`src/rtl/pe_pkg.sv`:
```
// pe_pkg: shared definitions for the weight-stationary PE family.
//   - default ACT_W / WGT_W / ACC_W
//   - ACC_MAX / ACC_MIN for the default accumulator width
//   - sat_add(): signed add with overflow detect and optional clamp
package pe_pkg;

    localparam int ACT_W_DEF = 8;
    localparam int WGT_W_DEF = 8;
    localparam int ACC_W_DEF = 32;

    // Width of the internal add. Any accumulator up to MAX_W-1 bits
    // fits without the add itself overflowing.
    localparam int MAX_W = 64;

    localparam logic signed [ACC_W_DEF-1:0] ACC_MAX = {1'b0, {(ACC_W_DEF-1){1'b1}}};
    localparam logic signed [ACC_W_DEF-1:0] ACC_MIN = {1'b1, {(ACC_W_DEF-1){1'b0}}};

    typedef struct packed {
        logic signed [MAX_W-1:0] sum;
        logic                    ovf;
    } sat_add_t;

    // Adds two sign-extended operands and checks the result against an
    // acc_w-bit signed range. With sat_en the sum is clamped; otherwise
    // the caller truncates to acc_w bits, which gives two's-complement wrap.
    function automatic sat_add_t sat_add(
        input logic signed [MAX_W-1:0] a,
        input logic signed [MAX_W-1:0] b,
        input int                      acc_w,
        input logic                    sat_en
    );
        sat_add_t                r;
        logic signed [MAX_W-1:0] full;
        logic signed [MAX_W-1:0] hi;
        logic signed [MAX_W-1:0] lo;
        hi    = (64'sd1 <<< (acc_w - 1)) - 64'sd1;
        lo    = -(64'sd1 <<< (acc_w - 1));
        full  = a + b;
        r.ovf = (full > hi) || (full < lo);
        r.sum = full;
        if (sat_en && (full > hi)) begin
            r.sum = hi;
        end else if (sat_en && (full < lo)) begin
            r.sum = lo;
        end
        return r;
    endfunction

endpackage

```
`src/rtl/pe_wbuf.sv`:
```
// pe_wbuf: double-buffered weight store for one PE.
//   CLK, RESET (async, active-low), en (global enable)
//   w_in / w_valid_in   : weight chain input and shift strobe
//   w_swap_in           : commit shadow -> active
//   w_out / w_valid_out : weight chain output to the PE below
//   w_swap_out          : w_swap_in delayed one cycle
//   active / active_vld : committed weight used by the MAC
module pe_wbuf
    import pe_pkg::*;
#(
    parameter int WGT_W = WGT_W_DEF
) (
    input  logic                    CLK,
    input  logic                    RESET,
    input  logic                    en,
    input  logic signed [WGT_W-1:0] w_in,
    input  logic                    w_valid_in,
    input  logic                    w_swap_in,
    output logic signed [WGT_W-1:0] w_out,
    output logic                    w_valid_out,
    output logic                    w_swap_out,
    output logic signed [WGT_W-1:0] active,
    output logic                    active_vld
);

    logic signed [WGT_W-1:0] shadow_reg;
    logic                    shadow_vld_reg;
    logic signed [WGT_W-1:0] active_reg;
    logic                    active_vld_reg;
    logic signed [WGT_W-1:0] w_out_reg;
    logic                    w_valid_out_reg;
    logic                    w_swap_out_reg;

    logic commit;
    logic shadow_vld_next;

    // An empty shadow makes the swap a no-op for active.
    assign commit = w_swap_in & shadow_vld_reg;

    // A shift in the same cycle as a commit refills the shadow, so the
    // load wins over the clear.
    assign shadow_vld_next = w_valid_in | (shadow_vld_reg & ~w_swap_in);

    always_ff @(posedge CLK or negedge RESET) begin
        if (!RESET) begin
            shadow_reg      <= '0;
            shadow_vld_reg  <= 1'b0;
            active_reg      <= '0;
            active_vld_reg  <= 1'b0;
            w_out_reg       <= '0;
            w_valid_out_reg <= 1'b0;
            w_swap_out_reg  <= 1'b0;
        end else if (en) begin
            if (w_valid_in) begin
                shadow_reg      <= w_in;
                w_out_reg       <= shadow_reg;
                w_valid_out_reg <= shadow_vld_reg;
            end else begin
                w_valid_out_reg <= 1'b0;
            end
            if (commit) begin
                active_reg     <= shadow_reg;
                active_vld_reg <= 1'b1;
            end
            shadow_vld_reg <= shadow_vld_next;
            w_swap_out_reg <= w_swap_in;
        end
    end

    assign w_out       = w_out_reg;
    assign w_valid_out = w_valid_out_reg;
    assign w_swap_out  = w_swap_out_reg;
    assign active      = active_reg;
    assign active_vld  = active_vld_reg;

endmodule

```
`src/rtl/pe_ws_dbuf.sv`:
```
// pe_ws_dbuf: weight-stationary systolic MAC PE with shadow/active weights.
//   CLK, RESET (async, active-low), EN (global enable, low = hold)
//   act_in/act_valid_in   -> act_out/act_valid_out   (1-cycle pass-through)
//   psum_in               -> psum_out/psum_valid_out (psum_in + act*active)
//   w_in/w_valid_in/w_swap_in -> w_out/w_valid_out/w_swap_out (weight chain)
//   ovf : sticky accumulate-overflow flag
// ACC_W must be >= ACT_W+WGT_W and below pe_pkg::MAX_W.
module pe_ws_dbuf
    import pe_pkg::*;
#(
    parameter int ACT_W  = ACT_W_DEF,
    parameter int WGT_W  = WGT_W_DEF,
    parameter int ACC_W  = ACC_W_DEF,
    parameter bit SAT_EN = 1'b0
) (
    input  logic                    CLK,
    input  logic                    RESET,
    input  logic                    EN,
    input  logic signed [ACT_W-1:0] act_in,
    input  logic                    act_valid_in,
    output logic signed [ACT_W-1:0] act_out,
    output logic                    act_valid_out,
    input  logic signed [ACC_W-1:0] psum_in,
    output logic signed [ACC_W-1:0] psum_out,
    output logic                    psum_valid_out,
    input  logic signed [WGT_W-1:0] w_in,
    input  logic                    w_valid_in,
    output logic signed [WGT_W-1:0] w_out,
    output logic                    w_valid_out,
    input  logic                    w_swap_in,
    output logic                    w_swap_out,
    output logic                    ovf
);

    localparam int PROD_W = ACT_W + WGT_W;

    logic signed [WGT_W-1:0]  active;
    logic                     active_vld;
    logic signed [PROD_W-1:0] prod;
    logic signed [MAX_W-1:0]  prod_ext;
    logic signed [MAX_W-1:0]  psum_ext;
    sat_add_t                 mac_res;
    logic signed [ACC_W-1:0]  psum_next;

    logic signed [ACT_W-1:0]  act_out_reg;
    logic                     act_valid_out_reg;
    logic signed [ACC_W-1:0]  psum_out_reg;
    logic                     psum_valid_out_reg;
    logic                     ovf_reg;

    pe_wbuf #(
        .WGT_W (WGT_W)
    ) u_wbuf (
        .CLK         (CLK),
        .RESET       (RESET),
        .en          (EN),
        .w_in        (w_in),
        .w_valid_in  (w_valid_in),
        .w_swap_in   (w_swap_in),
        .w_out       (w_out),
        .w_valid_out (w_valid_out),
        .w_swap_out  (w_swap_out),
        .active      (active),
        .active_vld  (active_vld)
    );

    // Full-width signed product; the registered active weight is read
    // here, so a swap in this cycle only affects the next MAC.
    assign prod     = PROD_W'(act_in) * PROD_W'(active);
    assign prod_ext = active_vld ? MAX_W'(prod) : '0;
    assign psum_ext = MAX_W'(psum_in);
    assign mac_res  = sat_add(psum_ext, prod_ext, ACC_W, SAT_EN);
    // Truncation is the wrap case; in saturating mode the sum is already
    // clamped into range so truncation is lossless.
    assign psum_next = mac_res.sum[ACC_W-1:0];

    always_ff @(posedge CLK or negedge RESET) begin
        if (!RESET) begin
            act_out_reg        <= '0;
            act_valid_out_reg  <= 1'b0;
            psum_out_reg       <= '0;
            psum_valid_out_reg <= 1'b0;
            ovf_reg            <= 1'b0;
        end else if (EN) begin
            act_out_reg        <= act_in;
            act_valid_out_reg  <= act_valid_in;
            psum_valid_out_reg <= act_valid_in;
            if (act_valid_in) begin
                psum_out_reg <= psum_next;
                if (mac_res.ovf) begin
                    ovf_reg <= 1'b1;
                end
            end
        end
    end

    assign act_out        = act_out_reg;
    assign act_valid_out  = act_valid_out_reg;
    assign psum_out       = psum_out_reg;
    assign psum_valid_out = psum_valid_out_reg;
    assign ovf            = ovf_reg;

endmodule

```
`config.mk`:
```
export PLATFORM = sky130hd
export DESIGN_NAME = pe_ws_dbuf
export DESIGN_NICKNAME = d
export VERILOG_FILES = /design/src/rtl/pe_pkg.sv /design/src/rtl/pe_wbuf.sv /design/src/rtl/pe_ws_dbuf.sv
export SDC_FILE = /design/constraint.sdc
export NUM_CORES = 1
export LEC_CHECK = 0
export CAP_MARGIN = 15
export CORE_UTILIZATION = 35
export DETAILED_ROUTE_END_ITERATION = 10
export GPL_TIMING_DRIVEN = 0
export MAX_ROUTING_LAYER = met4
export PLACE_DENSITY_LB_ADDON = 0.25
export SYNTH_ARGS = -nofsm -noshare
export SYNTH_HDL_FRONTEND = slang
export SYNTH_SLANG_ARGS = --single-unit
export TNS_END_PERCENT = 5
```
`constraint.sdc`:
```
create_clock -name CLK -period 11.1 [get_ports CLK]
set_clock_uncertainty 0.05 [all_clocks]
set_input_delay 2.775 -clock CLK [delete_from_list [all_inputs] [get_ports CLK]]
set_output_delay 2.775 -clock CLK [all_outputs]
set_load 0.03 [all_outputs]
```
Yosys cells after proc, flatten, opt, wreduce, memory -nomap -nowiden. Index checks and enable logic that the tools add are counted.

Multipliers: 1. $add $sub $neg: 1. Bitwise gates (word level): 4. Equality and inequality tests: 0. Order comparisons: 2. Reductions and logical operators: 5. Shift operators: 0. Multiplexer cells: 2. Divide/modulo/power cells: 0.

Operators with widths (number): $add A32 B64 Y64 (1); $gt A64 B32 Y1 const B (1); $lt A64 B32 Y1 const B (1); $mux W64 (1); $mul A8 B8 Y16 (1); $reduce_and A2 Y1 (3); $reduce_and A3 Y1 (1); $and A1 B1 Y1 (2); $logic_or A1 B1 Y1 (1); $mux W1 (1); $not A1 Y1 (1); $or A1 B1 Y1 (1).

Bits in read-only memories: 0. Memory bits (writable): 0. Bits in latches: 0. Bits of input ports: 54. Memories kept: 0. Output and inout port bits: 53. Logic and storage cells: 26. Register bits: 70.

Longest topological paths before layout.
Depth in word-level cells: 6. Depth in mapped cells: 33. Depth with buffers taken out: 32.

Modules after synthesis. Synthesis repeated with hierarchy kept, for this count alone.

Cells, all modules: 700. Area total of the unflattened synthesis: 6776.5 sq um.

By module, submodules not included: pe_ws_dbuf (area each 5671.7 sq um, instances 1, sequential area each 1051.0 sq um, cells each 636); pe_wbuf (area each 1104.8 sq um, instances 1, sequential area each 700.7 sq um, cells each 64).

Least setup slack after synthesis. No wires, ideal clock.

Kind: input port to flip-flop. Start point: input act_in[0]. End point: register ovf_reg (netlist: ovf). Required time: 10.912 ns. Slack: 0.390 ns. Arrival time: 10.522 ns. Stages: 30. Path buffers: 1. Setup time: 0.138 ns. Cell sequence: nand2b_1 fa_1 fa_1 inv_1 fa_1 inv_1 fa_1 inv_1 ha_1 inv_1 o21bai_1 a2111o_1 a41oi_1 o21ai_1 xnor2_1 nor2b_1 ha_1 clkbuf_1 a21o_1 a21o_1 a21oi_1 o21ai_0 nor3_1 o21ai_4 and3_4 o22a_1 fa_1 or4b_2 a311oi_1 a221oi_2.

RTL lines: start, declared (line pe_ws_dbuf.sv:19) `input logic signed [ACT_W-1:0] act_in,`; end signal, assigned (line pe_ws_dbuf.sv:83) `ovf_reg <= 1'b0;`; end signal, assigned (line pe_ws_dbuf.sv:91) `ovf_reg <= 1'b1;`; end, declared (line pe_ws_dbuf.sv:49) `logic ovf_reg;`.

==> impl_results.md <==
- Status: finished, final reports clean
- Most frequent cells in the layout: 99 x inv_1, 96 x clkdlybuf4s50_1, 70 x dfrtp_1
- Post-route cell area: 8600 sq um
- Sequential share of the synthesized area: 0.257
- CTS tree: built
- GPL Wtd Cong: 0.841
- IO Count: 107
- Yosys cell types: 60
- Drt initial violations: 149
- Layout Nets: 1002
- Tmin final: 10.69 ns
- Area Growth Syn to Fin: 26.1%
- Critical path startpoint category: primary input
- Post-Syn Nets: 884
- HP Class: reg -> reg
- Crit-path max cell delay: 0.63 ns
- Measured slew at the worst slew-check pin: 0.656 ns
- Placement Rows: 50
- Fin. Hold Viols: 0
- CTS Hold Bufs: 0
- Clock latency on the worst-skew pair: 0.34 ns
- First-pass DRT Iterations: 4
- Required time worst endpoint: 11.27 ns
- Initial antenna violation count: 1
- Core Area: 18900 sq um
- Placed instance count: 1079
- Clk sink count: 70
- GR Overflow Total: 0
- ANT nets after route: 0
- DRC Markers: 0
- Fmax: 0.0936 GHz
- Die height: 142 um
- Clk root buf: clkbuf_16
- Placed cell areas: 8230 sq um
- Die W: 142 um
- RSZ-0062 raised after global routing: no
- CP Max Fanout: 12
- Slew HR: 0.562
- Slowest stage cell, crit path: or4b_2
- Post-DP HPWL: 12.8 mm
- Final period util: 0.963
- Syn Inst Count: 712
- CP bufs+invs: 8
- Fraction of layout cells with a size suffix above 1: 0.0994
- Max reg flops: 32
- Crit Path Category: in -> reg
- Port bufs: 105
- First-pass GRT wire length: 26.6 mm
- Fraction of registers with async set/reset: 1.00
- Ys flop type: dfrtp_1
- Worst path arrival time: 10.85 ns
- Syn. warnings: 0
- Avg Cell Area, Syn: 9.57 sq um
- Total GRT Usage: 0.174
- Initial Util: 0.361
- Largest net degree at the start of global routing: 67
- Crit-path leading delay family: adder cells
- Drt total wl: 15.9 mm
- Synth top area share: 0.257
- # setup viols final: 0
- Max cap viols: 0
- Worst-path clk slew: 0.06 ns
- Post-synthesis cell area: 6820 sq um
- CP Capture Type: register
- Htree depth: 3
- Vias per inst: 4.78
- Non-Filler Instances: 1096
- Vias in the first global route: 5421
- Slew Viols, Final: 0
- Num CTS Buffers: 9
- EDFF count, synth: 0
- CTS Buffer Depth: 2
- Via count: 5240
- WL per Instance: 14.5 um
- Die ar.: 20000 sq um
- Area leader, netlist: dfrtp_1
- Setup TNS: 0 ns
- #FFs+latches synth: 70
- Top cells by area, synth: dfrtp_1 26%, fa_1 17%, ha_1 11%
- Most common cell after layout, fill and taps aside: inv_1
- Fill cells: 1850
==> tightest hold or removal path, delay by kind of cell, from the launching register on <==
family | cells | cell delay, ns
and+or+nand+nor | 1 | 0.04
DFF | 1 | 0.34
AOI/OAI and AO/OA | 1 | 0.06
==> synth_stat cells, types with 6 or more instances <==
cell / number
inv_1: 99
dfrtp_1: 70
nand2_1: 68
ha_1: 61
and2_1: 58
fa_1: 57
mux2_2: 36
o21ai_0: 29
xnor2_1: 29
a21oi_1: 26
a21o_1: 19
nor2_1: 19
o21ai_1: 14
xor2_1: 13
clkbuf_1: 11
nand3_1: 10
nor2b_1: 8
o21bai_1: 7
nand2b_1: 6
==> logic make-up after synthesis <==
logic type	share of synthesized area
multiplexers	0.0595
adder cells (fa/ha/maj)	0.279
XOR/XNOR	0.0540
buffers and inverters	0.0657
AND/OR/NAND/NOR	0.145
AO/OA/AOI/OAI	0.139
flip-flops	0.257
==> final timing paths <==
path	start	endpoint	depth (start not counted)	slack (ns)
worst min register to register	psum_out[18]	psum_out[18]	2	0.43
min in group asynchronous	RESET	psum_out[8]	1	2.18
worst max register to register	u_wbuf.active[4]	ovf	31	2.73
worst max-delay path	act_in[3]	ovf	32	0.41
max in group asynchronous	RESET	u_wbuf.w_out[6]	2	8.25
worst min-delay path	psum_out[18]	psum_out[18]	2	0.43
==> per-stage QoR <==
stage                     hold slack [ns]  setup WS, ns  utilization
after floorplan                     0.417         0.390            -
final                               0.428         0.414        0.455
after global routing                0.455       0.00390        0.455
after CTS                           0.437        0.0608        0.454
after global placement              0.414         -1.28        0.434
after detailed placement            0.423        -0.868        0.436
==> repair_timing <==
item,in CTS,in global routing
setup buffers,0,1
resized for setup,11,4
pin swaps,1,2
endpoints found under the hold margin,0,0
setup endpoints to repair,1,1
==> per-layer routing <==
layer  up-vias  GRT usage  part of all wire
li1       2613          -                 -
met1      2497      0.221              0.48
met2       114      0.284              0.47
met3        16     0.0331             0.042
met4         0     0.0447             0.014
met5         -          -                 0
==> layout make-up <==
cell class / instances / area [sq um] / share of cell area
buffer: 17 / 72.6 / 0.00844
tap: 260 / 325 / 0.0378
multi-input combinational: 525 / 4660 / 0.541
clock inverter: 7 / 97.6 / 0.0114
clock buffer: 9 / 225 / 0.0262
timing repair buffer: 108 / 1100 / 0.127
antenna: 1 / 2.50 / 0.000291
sequential: 70 / 1750 / 0.204
inverter: 99 / 372 / 0.0432
Power is not shown: default switching activity piles up to over one toggle a cycle in this logic, so the estimate is an artifact.
